$ cat src/rtl/debounce_pkg.sv
`default_nettype none
// ============================================================================
// Module     : debounce_pkg
// Description: Shared types and constants for the push-button debouncer.
//              Key levels are active-low: a pressed key reads 0.
// Revision   : 1.0 - initial release
// ============================================================================
package debounce_pkg;

   // Debouncer FSM: two stable states and one filtering state for each direction
   typedef enum logic [1:0] {
      IDLE    = 2'd0,
      FILT_DN = 2'd1,
      DOWN    = 2'd2,
      FILT_UP = 2'd3
   } state_t;

   // Active-low key levels
   localparam logic KEY_PRESSED  = 1'b0;
   localparam logic KEY_RELEASED = 1'b1;

   // Number of clock cycles that make up a time window
   function automatic int cycles_for(input int window_ns, input int clk_ns);
      return window_ns / clk_ns;
   endfunction

endpackage : debounce_pkg
`default_nettype wire

$ cat src/rtl/sync_2ff.sv
`default_nettype none
// ============================================================================
// Module     : sync_2ff
// Description: Two-stage synchroniser for a single asynchronous bit. Both
//              stages come out of reset at RST_VAL so the downstream logic
//              sees a defined level from the first cycle after reset.
// Revision   : 1.0 - initial release
// ============================================================================
module sync_2ff
   import debounce_pkg::*;
#(
   parameter logic RST_VAL = KEY_RELEASED
) (
   input  logic clk,
   input  logic rst,
   input  logic i_d,
   output logic o_q
);

   logic r_meta;
   logic r_sync;

   // Shift the raw input through two flops; the first may go metastable
   always_ff @(posedge clk) begin
      if (rst) begin
         r_meta <= RST_VAL;
         r_sync <= RST_VAL;
      end else begin
         r_meta <= i_d;
         r_sync <= r_meta;
      end
   end

   assign o_q = r_sync;

endmodule : sync_2ff
`default_nettype wire

$ cat src/rtl/key_debounce.sv
`default_nettype none
// ============================================================================
// Module     : key_debounce
// Description: Debounces one active-low push-button. The raw key is
//              synchronised, then a new level is accepted only after it has
//              been sampled for DEB_CYCLES consecutive cycles. One-cycle
//              press/release strobes accompany each accepted change.
// Revision   : 1.0 - initial release
// ============================================================================
module key_debounce
   import debounce_pkg::*;
#(
   parameter int CLK_CYC = 10,
   parameter int DEB_NS  = 10_000_000
) (
   input  logic sysclk,
   input  logic sysrst,
   input  logic key_in,
   output logic key_out,
   output logic key_press,
   output logic key_release
);

   localparam int DEB_CYCLES = cycles_for(DEB_NS, CLK_CYC);
   localparam int CNT_W      = $clog2(DEB_CYCLES + 1);

   // Count value reached on the last sample of a full window
   localparam logic [CNT_W-1:0] CNT_LAST = CNT_W'(DEB_CYCLES - 1);
   localparam logic [CNT_W-1:0] CNT_ONE  = CNT_W'(1);
   localparam logic [CNT_W-1:0] CNT_ZERO = '0;

   logic             w_key_s;
   logic             w_cnt_done;

   state_t           r_state;
   state_t           w_state_nxt;
   logic [CNT_W-1:0] r_cnt;
   logic [CNT_W-1:0] w_cnt_nxt;

   logic             r_key_out;
   logic             w_key_out_nxt;
   logic             r_press;
   logic             w_press_nxt;
   logic             r_release;
   logic             w_release_nxt;

   // Bring the raw key into the sysclk domain; idles at the released level
   sync_2ff #(
      .RST_VAL (KEY_RELEASED)
   ) u_sync (
      .clk (sysclk),
      .rst (sysrst),
      .i_d (key_in),
      .o_q (w_key_s)
   );

   // The current sample completes a window when the count already holds
   // DEB_CYCLES-1 earlier samples at the new level
   assign w_cnt_done = (r_cnt == CNT_LAST);

   // State, window counter and registered outputs
   always_ff @(posedge sysclk) begin
      if (sysrst) begin
         r_state   <= IDLE;
         r_cnt     <= CNT_ZERO;
         r_key_out <= KEY_RELEASED;
         r_press   <= 1'b0;
         r_release <= 1'b0;
      end else begin
         r_state   <= w_state_nxt;
         r_cnt     <= w_cnt_nxt;
         r_key_out <= w_key_out_nxt;
         r_press   <= w_press_nxt;
         r_release <= w_release_nxt;
      end
   end

   // Next-state and window counter: any bounce drops back to the stable
   // state, so the window always restarts from the last transition
   always_comb begin
      w_state_nxt = r_state;
      w_cnt_nxt   = r_cnt;
      case (r_state)
         IDLE: begin
            if (w_key_s == KEY_PRESSED) begin
               w_state_nxt = FILT_DN;
               w_cnt_nxt   = CNT_ONE;
            end else begin
               w_cnt_nxt   = CNT_ZERO;
            end
         end
         FILT_DN: begin
            if (w_key_s == KEY_RELEASED) begin
               w_state_nxt = IDLE;
               w_cnt_nxt   = CNT_ZERO;
            end else if (w_cnt_done) begin
               w_state_nxt = DOWN;
               w_cnt_nxt   = CNT_ZERO;
            end else begin
               w_cnt_nxt   = r_cnt + CNT_ONE;
            end
         end
         DOWN: begin
            if (w_key_s == KEY_RELEASED) begin
               w_state_nxt = FILT_UP;
               w_cnt_nxt   = CNT_ONE;
            end else begin
               w_cnt_nxt   = CNT_ZERO;
            end
         end
         FILT_UP: begin
            if (w_key_s == KEY_PRESSED) begin
               w_state_nxt = DOWN;
               w_cnt_nxt   = CNT_ZERO;
            end else if (w_cnt_done) begin
               w_state_nxt = IDLE;
               w_cnt_nxt   = CNT_ZERO;
            end else begin
               w_cnt_nxt   = r_cnt + CNT_ONE;
            end
         end
         default: begin
            w_state_nxt = IDLE;
            w_cnt_nxt   = CNT_ZERO;
         end
      endcase
   end

   // Output decode: the debounced level and its strobe change together on
   // the edge that completes a window; strobes default low every cycle
   always_comb begin
      w_key_out_nxt = r_key_out;
      w_press_nxt   = 1'b0;
      w_release_nxt = 1'b0;
      case (r_state)
         FILT_DN: begin
            if ((w_key_s == KEY_PRESSED) && w_cnt_done) begin
               w_key_out_nxt = KEY_PRESSED;
               w_press_nxt   = 1'b1;
            end
         end
         FILT_UP: begin
            if ((w_key_s == KEY_RELEASED) && w_cnt_done) begin
               w_key_out_nxt = KEY_RELEASED;
               w_release_nxt = 1'b1;
            end
         end
         default: begin
            w_key_out_nxt = r_key_out;
         end
      endcase
   end

   assign key_out     = r_key_out;
   assign key_press   = r_press;
   assign key_release = r_release;

endmodule : key_debounce
`default_nettype wire

$ cat config.mk
export PLATFORM = sky130hd
export DESIGN_NAME = key_debounce
export DESIGN_NICKNAME = d
export VERILOG_FILES = /design/src/rtl/debounce_pkg.sv /design/src/rtl/sync_2ff.sv /design/src/rtl/key_debounce.sv
export SDC_FILE = /design/constraint.sdc
export NUM_CORES = 1
export LEC_CHECK = 0
export CAP_MARGIN = 10
export CORE_UTILIZATION = 55
export DETAILED_ROUTE_END_ITERATION = 12
export PLACE_DENSITY = 0.74
export REMOVE_ABC_BUFFERS = 1
export SLEW_MARGIN = 20
export SYNTH_ARGS = -nofsm -noshare
export SYNTH_HDL_FRONTEND = slang
export SYNTH_SLANG_ARGS = --single-unit
$ cat constraint.sdc
create_clock -name sysclk -period 2.2 [get_ports sysclk]
set_input_delay 0.22 -clock sysclk [delete_from_list [all_inputs] [get_ports sysclk]]
set_output_delay 0.22 -clock sysclk [all_outputs]
set_load 0.05 [all_outputs]
Word level (Yosys, flattened, before mapping)
Cells that the tools add are included.
{"block": "totals", "register_bits": 27, "output_inout_bits": 3}
{"block": "classes", "n_addsub": 1, "n_eq_ne": 10, "mux": 18, "bitwise": 3, "reduce_logical": 8}
{"op": "$pmux 20 s4", "count": 1}
{"op": "$mux 20", "count": 3}
{"op": "$add 20x1->20 const B", "count": 1}
{"op": "$eq 20x20->1 const B", "count": 1}
{"op": "$mux 2", "count": 6}
{"op": "$pmux 2 s4", "count": 1}
{"op": "$mux 1", "count": 6}
{"op": "$ne 2x2->1 const B", "count": 3}
{"op": "$eq 2x2->1 const B", "count": 2}
{"op": "$reduce_and 4->1", "count": 1}
{"op": "$reduce_or 2->1", "count": 2}
{"op": "$ne 3x2->1 const B", "count": 1}
{"op": "$ne 3x3->1 const B", "count": 1}
{"op": "$not 1->1", "count": 3}
{"op": "$reduce_and 3->1", "count": 1}
{"op": "$eq 2x1->1 const B", "count": 1}
{"op": "$logic_and 1x1->1", "count": 2}
{"op": "$logic_not 2->1", "count": 1}
{"op": "$ne 2x1->1 const B", "count": 1}
{"op": "$pmux 1 s2", "count": 1}
{"op": "$reduce_bool 2->1", "count": 1}

Logic depth before layout (Yosys ltp)
Gate-level depths: netlist (run 1).
{"block": "logic_depth", "ltp_word": 4, "ltp_mapped": 6, "depth_no_buf": 5}

Modules after synthesis
Synthesis (run 1) repeated with hierarchy kept, for this count alone.
{"block": "unflattened", "cells_unflattened": 135, "hier_area_um2": 1187.4}
{"module": "key_debounce", "instances": 1, "cells_per_inst": 131, "area_per_inst_um2": 1134.8}
{"module": "sync_2ff", "instances": 1, "cells_per_inst": 4, "area_per_inst_um2": 52.6}

Worst setup path after synthesis (run 1)
Ideal clock, no wire load.
{"block": "synth_timing", "path_kind": "register to register", "start": "register r_cnt[0]", "end": "register r_cnt[18]", "arrival_ns": 1.778, "required_time_ns": 2.129, "slack_ns": 0.351, "path_stages_with_launch": 6, "path_cell_list": "dfxtp_1 ha_1 nand2_1 or4_1 or4_1 a21oi_1"}
{"block": "synth_via", "elab_chain_len": 4, "elab_cells_between_ends": 6, "cone_classes": "add/sub (1); eq/ne (1); mux (4)"}
{"item": "from (decl)", "line": "key_debounce.sv:37", "source": "logic [CNT_W-1:0] r_cnt;"}
{"item": "from (signal assigned)", "line": "key_debounce.sv:71", "source": "r_cnt <= w_cnt_nxt;"}
{"item": "$add 20x1->20 / $eq 20x20->1 (equally long branches)", "line": "key_debounce.sv:100, key_debounce.sv:119, key_debounce.sv:59"}
{"item": "$mux 20 *", "line": "key_debounce.sv:96, key_debounce.sv:115"}
{"item": "$mux 20 (on tied branches)", "line": "key_debounce.sv:112, key_debounce.sv:93"}
{"item": "$pmux 20 s4 *", "line": "key_debounce.sv:83", "source": "case (r_state)"}
Mark *: on every way between the ends. The rest lies on a longest branch, timed or not.
A chain may end at the register's enable or synchronous reset.

Worst setup path after layout (run 1)
Same ends and word-level chain as after synthesis.

==> impl.org, run 1 <==
** CTS
- The clock passes through at most 2 buffers.
- Clock-pin slew was measured on the worst setup and hold paths at approximately 0.13 ns.
- Total clock buffers created by CTS :: 3
- In this run the number of H-tree levels came out at 1.
- Clock tree root buffer cell :: clkbuf_4
- Clock insertion delay at the later pin of the skew report :: around 0.32 ns
- CTS tree :: done
- CTS saw 27 sinks.

** Power and ir drop
- VDD IR max :: between 0.4 and 0.5 mV
- Clk pwr share :: between 20 and 30%
- Switching power share of the total :: 21.5%
- The analysis attributes to net switching a power of around 0.16 mW.
- Power Dens Cells :: approximately 560 mW/mm²
- Internal power comes to roughly 0.58 mW.
- Logic pwr share :: 4.2%
- Sequential cells account for 67.6% of the total power.
- The analysis attributes to cell leakage a power of approximately 0.37 nW.

** Critical path
- The worst setup path is launched from a flip-flop.
- Data arrives at the worst endpoint at approximately 2.3 ns.
- On the critical path, the stage with the largest delay is an instance of or4_1.
- Worst EP required :: 2.46 ns
- STA classifies the critical path endpoint as a flip-flop.
- Most frequent CP cell :: or4_1
- The critical path runs through a total of 5 cells.
- Category of cells accounting for the largest share of critical-path delay :: simple AND/OR/NAND/NOR gates
- Walking the worst path, the cells encountered are ha_1 -> nand2_1 -> or4_1 -> or4_1 -> a21oi_1.
- On the worst path, the slowest cell contributes a delay of ~0.63 ns.
- CP Buf/Inv Count :: 0
- Along the worst path, the maximum fanout reaches 6.
- The setup path with the least slack is of type reg -> reg.
- Number of cells on the worst reg-to-reg path :: 5

** Place
- At the end of routability-driven placement, the weighted congestion stood at about 0.86.
- Worst setup slack before clock tree synthesis :: ~0.18 ns
- Cell count after placement :: 166
- In this run the tool buffered the top-level ports with 5 buffer cells.
- The HPWL after detailed placement is ~1600 µm.

** Die
- Placement Rows :: 16
- X dimension of the die :: around 49 µm
- Io pins :: 6
- Area of the core :: between 0.002 and 0.0025 mm²
- Total Die Area :: roughly 0.0024 mm²
- Y dimension of the die :: roughly 49 µm
- Once the floorplan was initialized, standard cells occupied between 50% and 60% of the core.

** Synth
- Area of the mapped netlist :: 0.00119 mm²
- The most common cell in the synthesized netlist is dfxtp_1.
- Of all cell types, the one taking the most synthesized area is dfxtp_1.
- After synthesis, flip-flops and latches occupy between 40% and 50% of the total area.
- The synthesized design contains 27 register bits.
- Mean Syn Cell Area :: between 8 and 9 µm²
- Async set-or-reset flop fraction in the synthesized netlist :: 0%
- Ranking of synthesized cells by instance count :: dfxtp_1, nor2_1, xnor2_1, nand2_1
- Number of distinct library cell variants in the gate-level netlist after synthesis :: 31
- Number of warnings printed during yosys synthesis :: 0
- Number of enable-type register cells in the synthesized netlist :: 0
- Largest cells by area after synthesis :: dfxtp_1, xnor2_1, nor2_1
- Cell count after synthesis :: roughly 140
- Portion of synthesized cell area occupied by the leading cell type :: a little under half
- For this run, the leading register cell type out of synthesis is dfxtp_1.

** Drt
- After detailed routing, the wire length on met1 is about 1100 µm.
- Average wire per standard cell :: around 13 µm
- Met3 Routed Length :: 75 µm
- Dividing the detail-routed via count by the number of cells gives between 5 and 6.
- In the routed design, unresolved DRC markers number 0.
- The final route contains ~980 vias.
- Highest layer used for signal routing :: met4
- After the first detailed-routing iteration, the DRC count stood at 30.
- Number of optimization iterations in the first detailed-route pass :: 4
- Post-Route WL :: approximately 2200 µm
- Post-detailed-route count of antenna-violating nets :: 0
- Wire segments on met2 add up to 1030 µm in the final route.

** Final layout
- Area of combinational cells with multiple inputs :: ~610 µm²
- Number of cells in the finished layout apart from fillers :: 170
- Layout cell share with drive strength beyond 1 :: approximately 8.4%
- Number of nets in the layout :: between 100 and 150
- Synthesis-to-layout area growth :: 9.55%
- Sequential standard cell area :: 541 µm²
- The repair_antennas step left the layout with diodes totalling 0.
- Number of fill cells in the layout :: around 180

** Timing
- Setup repair after global routing missed its margin :: yes
- The number of hold violations in the final report is 0.
- Total count of max-transition violations in the final report :: 0
- For the pin with the worst max-slew slack, the measured transition is 0.739 ns.
- Top achievable clock speed :: around 490 MHz
- Final worst-path cycle share :: between 90 and 100%
- Setup violations remaining at the end of the flow were counted as 0.
- Once routing completed, OpenROAD measured the worst setup slack at 0.142 ns.
- Between clock sinks in the finished design, the worst skew comes to roughly 0.0008 ns.
- Slew HR :: around 50%
- For the finished layout, the period the worst path requires is around 2 ns.

** Global route
- Global routing used between 20 and 25% of the available tracks across all layers.
- The via count of the first global-routing pass came to 941.
- The first global-routing pass estimated approximately 4000 µm of wire.
- Overflow left after global routing :: 0
- Number of antenna violations at the first check in global routing :: 0
- Pin count of the biggest net entering global routing :: 15

** Job
- Across the run, the number of max-cap violations was 0.

** Status
- The flow ran to the end, and the final reports show no timing, DRC or antenna violations.

** Hold path
- Number of instances on the worst hold path :: 1
- Tightest Hold Check Type :: reg -> reg
power groups by stage:
stage,clock (mW),combinational (mW),sequential (mW)
final,0.209,0.0307,0.499
after global routing,0.234,0.0330,0.500
after CTS,0.215,0.0310,0.499
after detailed placement,0,0.0309,0.509
after global placement,0,0.0304,0.509
after floorplan,0,0.00800,0.519
through the flow:
step / TNS, ns / area [µm²] / utilization, % / hold WS, ns / total power, mW
3_3_place_gp: 0 / 1280 / 63.9 / 0.402 / 0.540
4_1_cts: 0 / 1310 / 65.3 / 0.444 / 0.745
3_5_place_dp: 0 / 1280 / 63.9 / 0.412 / 0.540
5_1_grt: -0.00396 / 1310 / 65.3 / 0.466 / 0.766
6_report: 0 / 1310 / 65.3 / 0.444 / 0.738
2_1_floorplan: 0 / 1170 / - / 0.293 / 0.527
what timing repair did:
item | 4_1_cts | 5_1_grt
gates resized for setup | 0 | 0
setup buffers | 0 | 0
hold endpoints to repair | 0 | 0
hold buffers | 0 | 0
setup endpoints to repair | 0 | 1
flip-flops by register name (all words and copies together) (netlist names), named ones only:
name           count
r_state            1
key_press          1
key_out            1
r_cnt             20
key_release        1
u_sync.r_meta      1
u_sync.o_q         1
path summary, 6_finish.rpt:
| path | from | slack, ns | endpoint |
|---|---|---|---|
| min reg2reg | u_sync.r_meta$_SDFF_PP1_ | 0.44 | u_sync.o_q$_SDFF_PP1_ |
| min | u_sync.r_meta$_SDFF_PP1_ | 0.44 | u_sync.o_q$_SDFF_PP1_ |
| max | r_cnt[0]$_SDFF_PP0_ | 0.14 | r_cnt[18]$_SDFF_PP0_ |
| max reg2reg | r_cnt[0]$_SDFF_PP0_ | 0.14 | r_cnt[18]$_SDFF_PP0_ |
final cells by class:
| cell class | count | share of cell area, % |
|---|---|---|
| Inverter | 6 | 1.72 |
| Timing Repair Buffer | 8 | 5.56 |
| Tap cell | 27 | 2.59 |
| Sequential cell | 27 | 41.4 |
| Multi-Input combinational cell | 98 | 46.7 |
| Clock buffer | 4 | 2.01 |
cells in the final DEF (no fill, tap or decap):
cell type / count
nor4bb_1: 1
nand4b_1: 1
clkbuf_1: 1
nor3b_1: 1
or2_2: 3
o31ai_2: 1
xor2_1: 3
a211oi_1: 3
clkdlybuf4s50_1: 5
or3_1: 5
a211o_1: 1
buf_4: 3
ha_1: 1
inv_1: 6
dfxtp_1: 27
and4b_1: 1
or4_1: 6
o31ai_1: 3
o311a_1: 1
a41oi_1: 1
a21o_1: 1
nand2_1: 8
nand3_1: 6
clkbuf_4: 3
nand4_1: 2
nor4_1: 3
xnor2_1: 9
o21ai_0: 3
a21oi_1: 6
and2_1: 1
nor2_1: 19
nor3_1: 6
nand4_2: 2
metal layers:
layer	up-vias	GRT usage, %
li1	499	-
met1	452	29.4
met2	20	35.7
met3	6	3.14
met4	0	8.82
met5	-	0
cells by family (layout without fill, tap and decap cells):
group / after synthesis / after routing / synth area share, %
XOR/XNOR: 12 / 12 / 8.82
AND/OR/NAND/NOR: 65 / 65 / 29.8
flip-flops: 27 / 27 / 45.3
AO/OA/AOI/OAI: 20 / 20 / 11.5
adder cells (fa/ha/maj): 1 / 1 / 1.05
buffers and inverters: 10 / 18 / 3.46
(Power assumes the default switching activity.)
==> run 2, diff against run 1 <==
- clock period: 2.2 -> 1.9 ns (I/O delays scaled with it)
==> run 2 against run 1 <==
Power rose by 16%. Clock power up 13%. Critical endpoint unchanged. Largest cell class unchanged. Sequential share of layout area down 2.9 points.
==> impl.org, run 2 (synthesis results as in run 1) <==
** Power and ir drop
- Internal power component :: 0.672 mW (+16%)
- Logic pwr share :: 4.5% (+0.3 points)
- VDD IR max :: 0.516 mV (+9.4%)
- Switching power share of the total :: 21.2% (-0.34 points)
- Sequential group share of total power :: 67.8% (+0.2 points)
- Total net switching power :: 0.180 mW (+14%)
- Clk pwr share :: 27.8% (-0.5 points)
- The reported leakage power is 0.432 nW (+17%).
- Power Dens Cells :: 607 mW/mm² (+7.5%)

** Die
- The number of ports placed on the die boundary is 6 (unchanged).
- The die footprint is 0.00236 mm² (unchanged).
- The vertical extent of the die was 48.6 µm (unchanged).
- X dimension of the die :: 48.6 µm (unchanged)
- The total core area was 0.00200 mm² (unchanged).
- The cell row count was 16 (unchanged).
- The initial standard-cell utilization of the core was 59.6% (unchanged).

** Final layout
- The final instance area came to 0.00140 mm² (+7.5%).
- Number of nets in the layout :: 160 (+8.1%)
- Register ranked first by flip-flop count :: r_cnt
- Sequential standard cell area :: 541 µm² (unchanged)
- The count of antenna diodes in the layout came to 0 (unchanged).
- Leaving out fill and tap cells, the most frequent cell in the layout is dfxtp_1.
- Compared with the post-synthesis result, the final layout area differs by 17.7%.
- The library cells used most frequently in the layout, excluding fill and tap cells, are dfxtp_1, nor2_1, buf_4.
- Max reg flops :: 20 (unchanged)
- The share of final-layout standard cells stronger than drive strength 1 came to 16.8% (+8.4 points).
- The layout filler cell count was 166 (-5.7%).
- The total area of multi-input combinational cells came to 618 µm² (+1.2%).

** Critical path
- The setup path with the least slack is of type reg -> reg.
- STA classifies the critical path startpoint as a flip-flop.
- Number of cells on the worst reg-to-reg path :: 5 (unchanged)
- The arrival time of the worst setup path came to 2.09 ns (-0.23 ns).
- STA classifies the critical path endpoint as a flip-flop.
- Walking the worst path, the cells encountered are ha_1 -> nand2_1 -> or4_4 -> or4_1 -> a21oi_1.
- The stage delay of the slowest cell on the critical path came to 0.55 ns (-0.08 ns).
- Worst EP required :: 2.16 ns (-0.30 ns)
- The highest net fanout along the worst path was 5 (-1).
- On the critical path, the stage with the largest delay is an instance of or4_4.

** Timing
- Top achievable clock speed :: 548 MHz (+13%)
- The measured slew at the worst slew-check pin is 0.497 ns (-0.242 ns).
- The number of pins with negative max-slew slack in the final report came to 0 (unchanged).
- Number of hold violations in the final report :: 0 (unchanged)
- The part of the cycle the worst path needs was 96.0% (+2.5 points).
- The post-route minimum period was 1.82 ns (-0.233 ns).
- Final sum of negative setup slack :: 0 ns (unchanged)
- The worst setup skew after layout was 0.00804 ns (+0.00724 ns).
- The worst-case headroom to the max-slew limit was 66.8% (+16 points).
- Setup repair after global routing left no endpoint under its margin.
- The total of endpoints with negative setup slack in the final report came to 0 (unchanged).

** Drt
- Post-detailed-route count of antenna-violating nets :: 0 (unchanged)
- Post-Route WL :: 2470 µm (+12%)
- Average wire per standard cell :: 13.6 µm (+4.5%)
- Total DRC errors in the routed layout :: 0 (unchanged)
- The DRC marker count from the first detailed-route iteration came to 29 (-3.3%).
- The detailed-route vias per instance came to 5.68 (-1.1%).
- The number of search-and-repair iterations in the first detailed-routing pass was 4 (unchanged).
- Total via count in the routed design :: 1,034 (+5.8%)

** Hold path
- Tightest Hold Check Type :: in -> reg
- The number of cells traversed by the worst hold path is 2 (+1).

** CTS
- The post-CTS repair timing setup buffer count is 0 (unchanged).
- The post-cts gate resize count came to 0 (unchanged).
- Clock tree root buffer cell :: clkbuf_4
- The hold buffer count at cts came to 0 (unchanged).
- Total clock buffers created by CTS :: 3 (unchanged)
- Number of levels in the clock H-tree :: 1 (unchanged)
- The clock latency on the worst-skew pair came to 0.32 ns (about the same).
- CTS sink cnt :: 27 (unchanged)
- CTS tree :: done
- The clock-pin slew reported for the worst setup and hold paths after clock tree synthesis is 0.14 ns (about the same).
- The buffer levels on the longest clock path is 2 (unchanged).

** Place
- The count of input and output buffers came to 5 (unchanged).
- Placer Congestion :: 0.874 (+2.1%)
- Placed wire-length estimate :: 1840 µm (+19%)
- The area after detailed placement is 0.00137 mm² (+7.0%).

** Job
- The number of maximum-capacitance violations was 0 (unchanged).

** Global route
- Pin count of the biggest net entering global routing :: 15 (unchanged)
- The total global-route track usage was 23.1% (+1.1 points).
- Number of antenna violations at the first check in global routing :: 0 (unchanged)
- Vias in the first global route :: 927 (-1.5%)
- The total global routing overflow was 0 (unchanged).
- The global-route wire length before repair is 4190 µm (+3.1%).

** Status
- The run finished with clean final reports.
-- run 2: worst paths after layout --
check / start / slack [ns] / endpoint
max: r_cnt[0]$_SDFF_PP0_ / 0.08 / r_cnt[18]$_SDFF_PP0_
min: key_in / 0.42 / u_sync.r_meta$_SDFF_PP1_
max reg2reg: r_cnt[0]$_SDFF_PP0_ / 0.08 / r_cnt[18]$_SDFF_PP0_
min reg2reg: u_sync.r_meta$_SDFF_PP1_ / 0.43 / u_sync.o_q$_SDFF_PP1_
-- run 2: per-stage QoR --
step / setup slack [ns] / std cells / utilization, % / hold slack, ns / power, mW
2_1_floorplan: 0.0480 / 131 / - / 0.263 / 0.610
3_3_place_gp: 0.123 / 178 / 68.4 / 0.401 / 0.627
3_5_place_dp: 0.0750 / 178 / 68.4 / 0.399 / 0.628
4_1_cts: 0.0184 / 182 / 69.8 / 0.418 / 0.861
5_1_grt: 0.00654 / 182 / 70.1 / 0.421 / 0.885
6_report: 0.0757 / 182 / 70.1 / 0.420 / 0.852
-- run 2: per-layer routing --
| layer | global-route usage, % | part of all wire (%) | up-vias |
|---|---|---|---|
| met2 | 37.6 | 48 | 18 |
| li1 | - | - | 521 |
| met3 | 6.29 | 3.2 | 4 |
| met5 | 0 | 0 | - |
| met1 | 29.6 | 48 | 491 |
| met4 | 7.35 | 1.3 | 0 |
-- run 2: critical path: cells and delay by family (launching register included) --
kind                     cells  cell delay, ns
flip-flops                   1            0.38
AO/OA/AOI/OAI                1            0.15
AND/OR/NAND/NOR              3            1.04
adder cells (fa/ha/maj)      1            0.20
-- run 2: area by class of cell --
type / count / area share, %
inverter: 6 / 1.60
multi-input combinational: 98 / 44.0
sequential: 27 / 38.5
clock buffer: 4 / 1.87
timing repair buffer: 20 / 11.6
tap: 27 / 2.41
-- run 2: power groups by stage --
stage | Combinational (mW) | Clock, mW | Sequential (mW)
after floorplan | 0.00927 | 0 | 0.601
after CTS | 0.0384 | 0.245 | 0.577
after detailed placement | 0.0383 | 0 | 0.590
after global routing | 0.0407 | 0.265 | 0.578
final | 0.0381 | 0.237 | 0.578
after global placement | 0.0368 | 0 | 0.590
==> run 3, diff against run 2 <==
- MAX_ROUTING_LAYER: default -> met4
==> run 3 against run 2 <==
Via count is the same. Sequential power barely moved. Register-to-register slack about the same. Final cell count stayed put. Clock skew fell by 0.0024 ns. Worst setup slack worse by 0.0031 ns. Hold slack did not move. Power is 0.22% higher. Die area stayed put.
==> impl.org, run 3 (synthesis results as in run 1) <==
** CTS
- Number of levels in the clock H-tree :: 1 (unchanged)
- The post-CTS repair timing setup buffer count was 0 (unchanged).
- CTS tree :: done
- Clock insertion delay at the later pin of the skew report :: 0.32 ns (about the same)
- The buffer levels on the longest clock path was 2 (unchanged).
- Total clock buffers created by CTS :: 3 (unchanged)
- Clock tree root buffer cell :: clkbuf_4
- The count of clock tree sinks is 27 (unchanged).
- The clock-pin slew reported for the worst setup and hold paths after clock tree synthesis came to 0.14 ns (about the same).

** Global route
- Number of antenna violations at the first check in global routing :: 0 (unchanged)
- The total global routing overflow came to 0 (unchanged).
- Total global-route track usage :: 23.8% (+0.73 points)
- The largest net degree at the start of global routing came to 15 (unchanged).
- The global-route wire length before repair was 4200 µm (+0.17%).
- Vias in the first global route :: 925 (-0.22%)

** Hold path
- In this run the most critical hold path is launched from key_in.
- Tightest Hold Check Type :: in -> reg
- Number of instances on the worst hold path :: 2 (unchanged)
- For hold timing, the worst endpoint is u_sync.r_meta$_SDFF_PP1_.

** Drt
- Total via count in the routed design :: 1,034 (unchanged)
- Number of optimization iterations in the first detailed-route pass :: 4 (unchanged)
- The final antenna-violating net count came to 0 (unchanged).
- The average routed wire per standard cell came to 13.6 µm (+0.12%).
- Iteration-0 DRC Markers :: 29 (unchanged)
- Post-Route WL :: 2470 µm (+0.12%)
- Total DRC errors in the routed layout :: 0 (unchanged)
- Vias per inst :: 5.68 (unchanged)

** Final layout
- Synthesis-to-layout area growth :: 17.7% (unchanged)
- Layout cell share with drive strength beyond 1 :: 16.8% (unchanged)
- Register ranked first by flip-flop count :: r_cnt
- Most frequent standard cell in the layout excluding fill and tap cells :: dfxtp_1
- Max reg flops :: 20 (unchanged)
- The net count reported at finish came to 160 (unchanged).
- The layout filler cell count is 166 (unchanged).
- The count of antenna diodes in the layout was 0 (unchanged).
- Leaving out fill and tap cells, the most frequent cells in the layout are dfxtp_1, nor2_1, buf_4.

** Critical path
- Worst Path Class, Setup :: reg -> reg
- FF-to-FF End :: r_cnt[18]$_SDFF_PP0_
- In this run the critical register-to-register path is launched from r_cnt[0]$_SDFF_PP0_.
- Category of cells accounting for the largest share of critical-path delay :: simple AND/OR/NAND/NOR gates
- The stage delay of the slowest cell on the critical path is 0.55 ns (about the same).
- The depth of the worst register-to-register path came to 5 (unchanged).
- Traced cell by cell, the critical path runs through ha_1 -> nand2_1 -> or4_4 -> or4_1 -> a21oi_1.
- The highest net fanout along the worst path was 5 (unchanged).
- The worst setup path is launched from a flip-flop.
- Setup slack of the most critical reg-to-reg path :: 0.07 ns (about the same)
- The buffer and inverter count on the worst path came to 0 (unchanged).
- Crit path capture type :: flip-flop
- Slowest cell on the critical path :: or4_4
- The arrival time of the worst setup path came to 2.09 ns (about the same).
- Worst EP required :: 2.16 ns (about the same)
- CP startpoint :: r_cnt[0]$_SDFF_PP0_

** Place
- The total half-perimeter wirelength after legalization and detailed placement is 1840 µm (unchanged).
- IO Port Bufs :: 5 (unchanged)
- Placer Congestion :: 0.888 (+1.6%)

** Die
- X dimension of the die :: 48.6 µm (unchanged)
- The total core area came to 0.00200 mm² (unchanged).
- Placement Rows :: 16 (unchanged)
- The vertical extent of the die was 48.6 µm (unchanged).
- The die footprint came to 0.00236 mm² (unchanged).
- Io pins :: 6 (unchanged)
- The initial standard-cell utilization of the core is 59.6% (unchanged).

** Power and ir drop
- The reported leakage power came to 0.432 nW (unchanged).
- The total power was 0.854 mW (+0.22%).
- VDD IR max :: 0.521 mV (+1.1%)
- The power per unit of standard cell area is 609 mW/mm² (+0.22%).

** Timing
- Total count of max-transition violations in the final report :: 0 (unchanged)
- Clock period minus final worst setup slack :: 1.83 ns (+0.00309 ns)
- Actual slew at the worst max-slew pin :: 0.497 ns (unchanged)
- Setup skew after layout :: 0.00568 ns (-0.00235 ns)
- Top achievable clock speed :: 547 MHz (-0.17%)
- The part of the cycle the worst path needs is 96.2% (+0.16 points).
- Number of failing setup endpoints in the final timing report :: 0 (unchanged)
- Final sum of negative setup slack :: 0 ns (unchanged)
- Setup repair after global routing left no endpoint under its margin.
- The number of hold violations in the final report came to 0 (unchanged).
- Slew HR :: 66.8% (unchanged)

** Job
- Max-capacitance violation count :: 0 (unchanged)

** Status
- The flow ran to the end, and the final reports show no timing, DRC or antenna violations.
[run 3: cell counts in the layout (fill, tap and decap cells not counted)]
No cell type changed its count.
[run 3: final cells by class]
cell class / count / area, µm² / area share (%)
clock buffers: 4 / 26.3 / 1.87
flip-flops and latches: 27 / 541 / 38.5
well taps: 27 / 33.8 / 2.41
repair buffers: 20 / 163 / 11.6
multi-input cells: 98 / 618 / 44.0
inverters: 6 / 22.5 / 1.60
[run 3: worst register-to-register path: stages, from the launching register on]
cell and delay [ns]:
dfxtp_1 0.38, ha_1 0.20, nand2_1 0.08, or4_4 0.55, or4_1 0.41, a21oi_1 0.15
[run 3: power breakdown]
part | internal [mW] | leakage [nW] | switching (mW) | total [mW]
sequential | 0.573 | 0.218 | 0.00477 | 0.578
combinational | 0.0171 | 0.199 | 0.0211 | 0.0381
clock | 0.0821 | 0.0150 | 0.156 | 0.239
total | 0.672 | 0.432 | 0.182 | 0.854
[run 3: how the worst max path moves through the flow]
stage | to | slack [ns] | cells past startpoint
2_1_floorplan | r_cnt[18]$_SDFF_PP0_ | 0.05 | 5
3_3_place_gp | r_cnt[19]$_SDFF_PP0_ | 0.12 | 4
3_5_place_dp | r_cnt[18]$_SDFF_PP0_ | 0.07 | 5
4_1_cts | r_cnt[18]$_SDFF_PP0_ | 0.02 | 5
5_1_grt | r_cnt[18]$_SDFF_PP0_ | 0.002 | 5
6_report | r_cnt[18]$_SDFF_PP0_ | 0.07 | 5
[run 3: metrics by stage]
| step | instance area (µm²) | hold WS, ns | util [%] | worst slack, ns | cells |
|---|---|---|---|---|---|
| 2_1_floorplan | 1170 | 0.263 | - | 0.0480 | 131 |
| 3_3_place_gp | 1370 | 0.401 | 68.4 | 0.123 | 178 |
| 3_5_place_dp | 1370 | 0.399 | 68.4 | 0.0750 | 178 |
| 4_1_cts | 1400 | 0.418 | 69.8 | 0.0184 | 182 |
| 5_1_grt | 1400 | 0.421 | 70.1 | 0.00242 | 182 |
| 6_report | 1400 | 0.420 | 70.1 | 0.0726 | 182 |
[run 3: what timing repair did]
action / in CTS / in global routing
hold buffers: 0 / 0
setup endpoints to repair: 0 / 3
resized for setup: 0 / 2
[run 3: layer usage]
| metal | track usage [%] | wire (µm) |
|---|---|---|
| met5 | - | 0 |
| met4 | 7.35 | 32 |
| met2 | 37.3 | 1180 |
| met1 | 30.0 | 1180 |
| met3 | 6.29 | 78 |
==> RTL change: new RTL, flow settings as in run 3 <==
Change the parameter `DEB_NS` from 10_000_000 to 20_000_000.
--- a/src/rtl/key_debounce.sv
+++ b/src/rtl/key_debounce.sv
@@ -11,7 +11,7 @@
    import debounce_pkg::*;
 #(
    parameter int CLK_CYC = 10,
-   parameter int DEB_NS  = 10_000_000
+   parameter int DEB_NS  = 20_000_000
 ) (
    input  logic sysclk,
    input  logic sysrst,
Check against the original RTL: no difference found for any inputs over 10 cycles, from zero or initial values and one cycle with sysrst high; that may be too few to reach the edited logic, so the function may still have changed.
==> RTL change against run 3 <==
Count of clock-buffer cells in the layout is 1 lower; worst setup slack better by 0.11 ns; clock power is 2% lower; sequential power is 3.6% higher; maximum frequency is 6.4% higher; wire length is 6.5% higher; non-clock buffer count is 12 lower; critical path depth is 1 lower; design area is 2.0% higher; area after synthesis is 9.8% higher; sequential share of layout area is 0.62 points higher; sequential cell count is 1 higher; total power is 2.3% higher.
==> RTL change: results (changes against run 3) <==
* HP Class: primary input to flip-flop
* Initial DRC count at 24 (-17%)
* Remaining antenna violation count at 0 (unchanged)
* DR pass1 iterations at 5 (+1)
* RePlAce Congestion at 0.9166 (+3.2%)
* Gr usage total at 23.28% (-0.52 points)
* Filler instances at 196 (+18%)
* Async SR Flop Fraction at 0% (unchanged)
* Post-DP HPWL at 1932 um (+4.9%)
* Mux share of post-synthesis cell area at 0% (unchanged)
* Vias per cell at 5.944 (+4.6%)
* Combinational power share at 4.6%
* Clk_lat worst skew at 0.32 ns (about the same)
* Switching share of power at 21.50% (+0.16 points)
* Diodes inserted at 0 (unchanged)
* Worst-case clock buffer depth at 2 (unchanged)
* Worst-Margin Slew at 0.4922 ns (-0.004344 ns)
* Root Driver: clkbuf_4
* H-Tree Level Count at 1 (unchanged)
* VDD IR max at 344.0 uV (-34%)
* Slowest cell delay on critical path at 0.54 ns
* Post-Route WL at 2632 um (+6.5%)
* Count of cell types in the netlist at 37 (+19%)
* Largest reg by FF count: r_cnt
* Crit path max-delay family: simple AND/OR/NAND/NOR gates
* Synth top area cells: dfxtp_1 (43%), xor2_1 (4.7%), nor2_1 (4.3%)
* Crit path DAT at 1.96 ns (-0.13 ns)
* Ys Warns at 0 (unchanged)
* Reg clk slew, reported paths at 0.14 ns (about the same)
* Global-route wire length before repair at 4326 um (+3.1%)
* Synth top cells by count: dfxtp_1 (28), nor2_1 (15), a21oi_1 (10)
* Final nets at 156 (-2.5%)
* Synth Area in Compound Gates at 12.14% (+0.60 points)
* Port Buf Inserts at 5 (unchanged)
* Synth Area in Adders at 0.9560% (-0.093 points)
* Placed inst area at 1408 um^2 (+2.7%)
* CP max FO at 5 (unchanged)
* Max FFs per register at 21 (+5.0%)
* Largest net degree at the start of global routing at 16 (+1)
* Setup WS pre-CTS at 0.1500 ns (+0.07501 ns)
* Vias in the first global route at 994 (+7.5%)
* Seq/Total Area, Yosys at 42.83% (-2.5 points)
* Worst clock skew at 0.009618 ns (+0.003936 ns)
* Total CTS buffers at 3 (unchanged)
* CP max-delay cell: or4_1
* Post-Synth XOR/XNOR Area at 7.361% (-1.5 points)
* Antenna violations before repair at 0 (unchanged)
* Status: finished, final reports clean
* Clock Power at 234 uW (-2%)
* Pleak at 0.4501 nW (+4.1%)
* Layout cell share with drive strength beyond 1 at 12.67% (-4.1 points)
## RTL change: changes by cell type after synthesis, sizes merged, moves of 4 or more
cell	change
a21oi	+4
and3	+5
nand4	+4
nor2	-4
nor3	-6
nor4b	+4
xnor2	-5
xor2	+4
## RTL change: cell type report
class	instances	area share, %
Clock buffer	3	1.572
Multi-Input combinational cell	107	49.87
Tap cell	28	2.445
Sequential cell	28	39.13
Inverter	4	1.048
Timing Repair Buffer	8	5.939
## RTL change: final timing paths
path | from | to | slack [ns] | depth (start not counted)
min reg2reg | u_sync.r_meta | u_sync.o_q | 0.44 | 1
max reg2reg | r_cnt[7] | key_press | 0.18 | 4
max | r_cnt[7] | key_press | 0.18 | 4
min | key_in | u_sync.r_meta | 0.42 | 2
## RTL change: cell families (layout without fill, tap and decap cells)
logic type	count (synthesis)	in the layout
flops	28	28
fa+ha+maj	1	1
simple gates	70	70
buf+inv	9	15
compound gates	25	25
xor+xnor	11	11
## RTL change: routing by layer
metal	routed length, um	share of wire (%)	GRT usage [%]
met5	0	0	-
met4	33	1.3	9.722
met3	63	2.4	2.727
met2	1295	49	39.56
met1	1240	47	27.68
## RTL change: repair_timing
action,in CTS,in global routing
setup buffers,0,0
gates resized for setup,0,2
setup endpoints to repair,0,2
## RTL change: stage by stage
stage          total power [mW]  utilization, %  hold slack, ns  instances
2_1_floorplan            0.6343               -          0.2621        139
3_3_place_gp             0.6511           63.03          0.3950        175
3_5_place_dp             0.6528           63.03          0.4075        175
4_1_cts                  0.8829           64.03          0.4174        178
5_1_grt                  0.9163           64.15          0.4166        178
6_report                 0.8739           64.15          0.4232        178
## RTL change: worst reg2reg max path, cell delays in order, from the launching register on
cell     delay, ns
dfxtp_1       0.39
nor4b_4       0.35
nand4_1       0.16
or4_1         0.54
nor4b_2       0.21
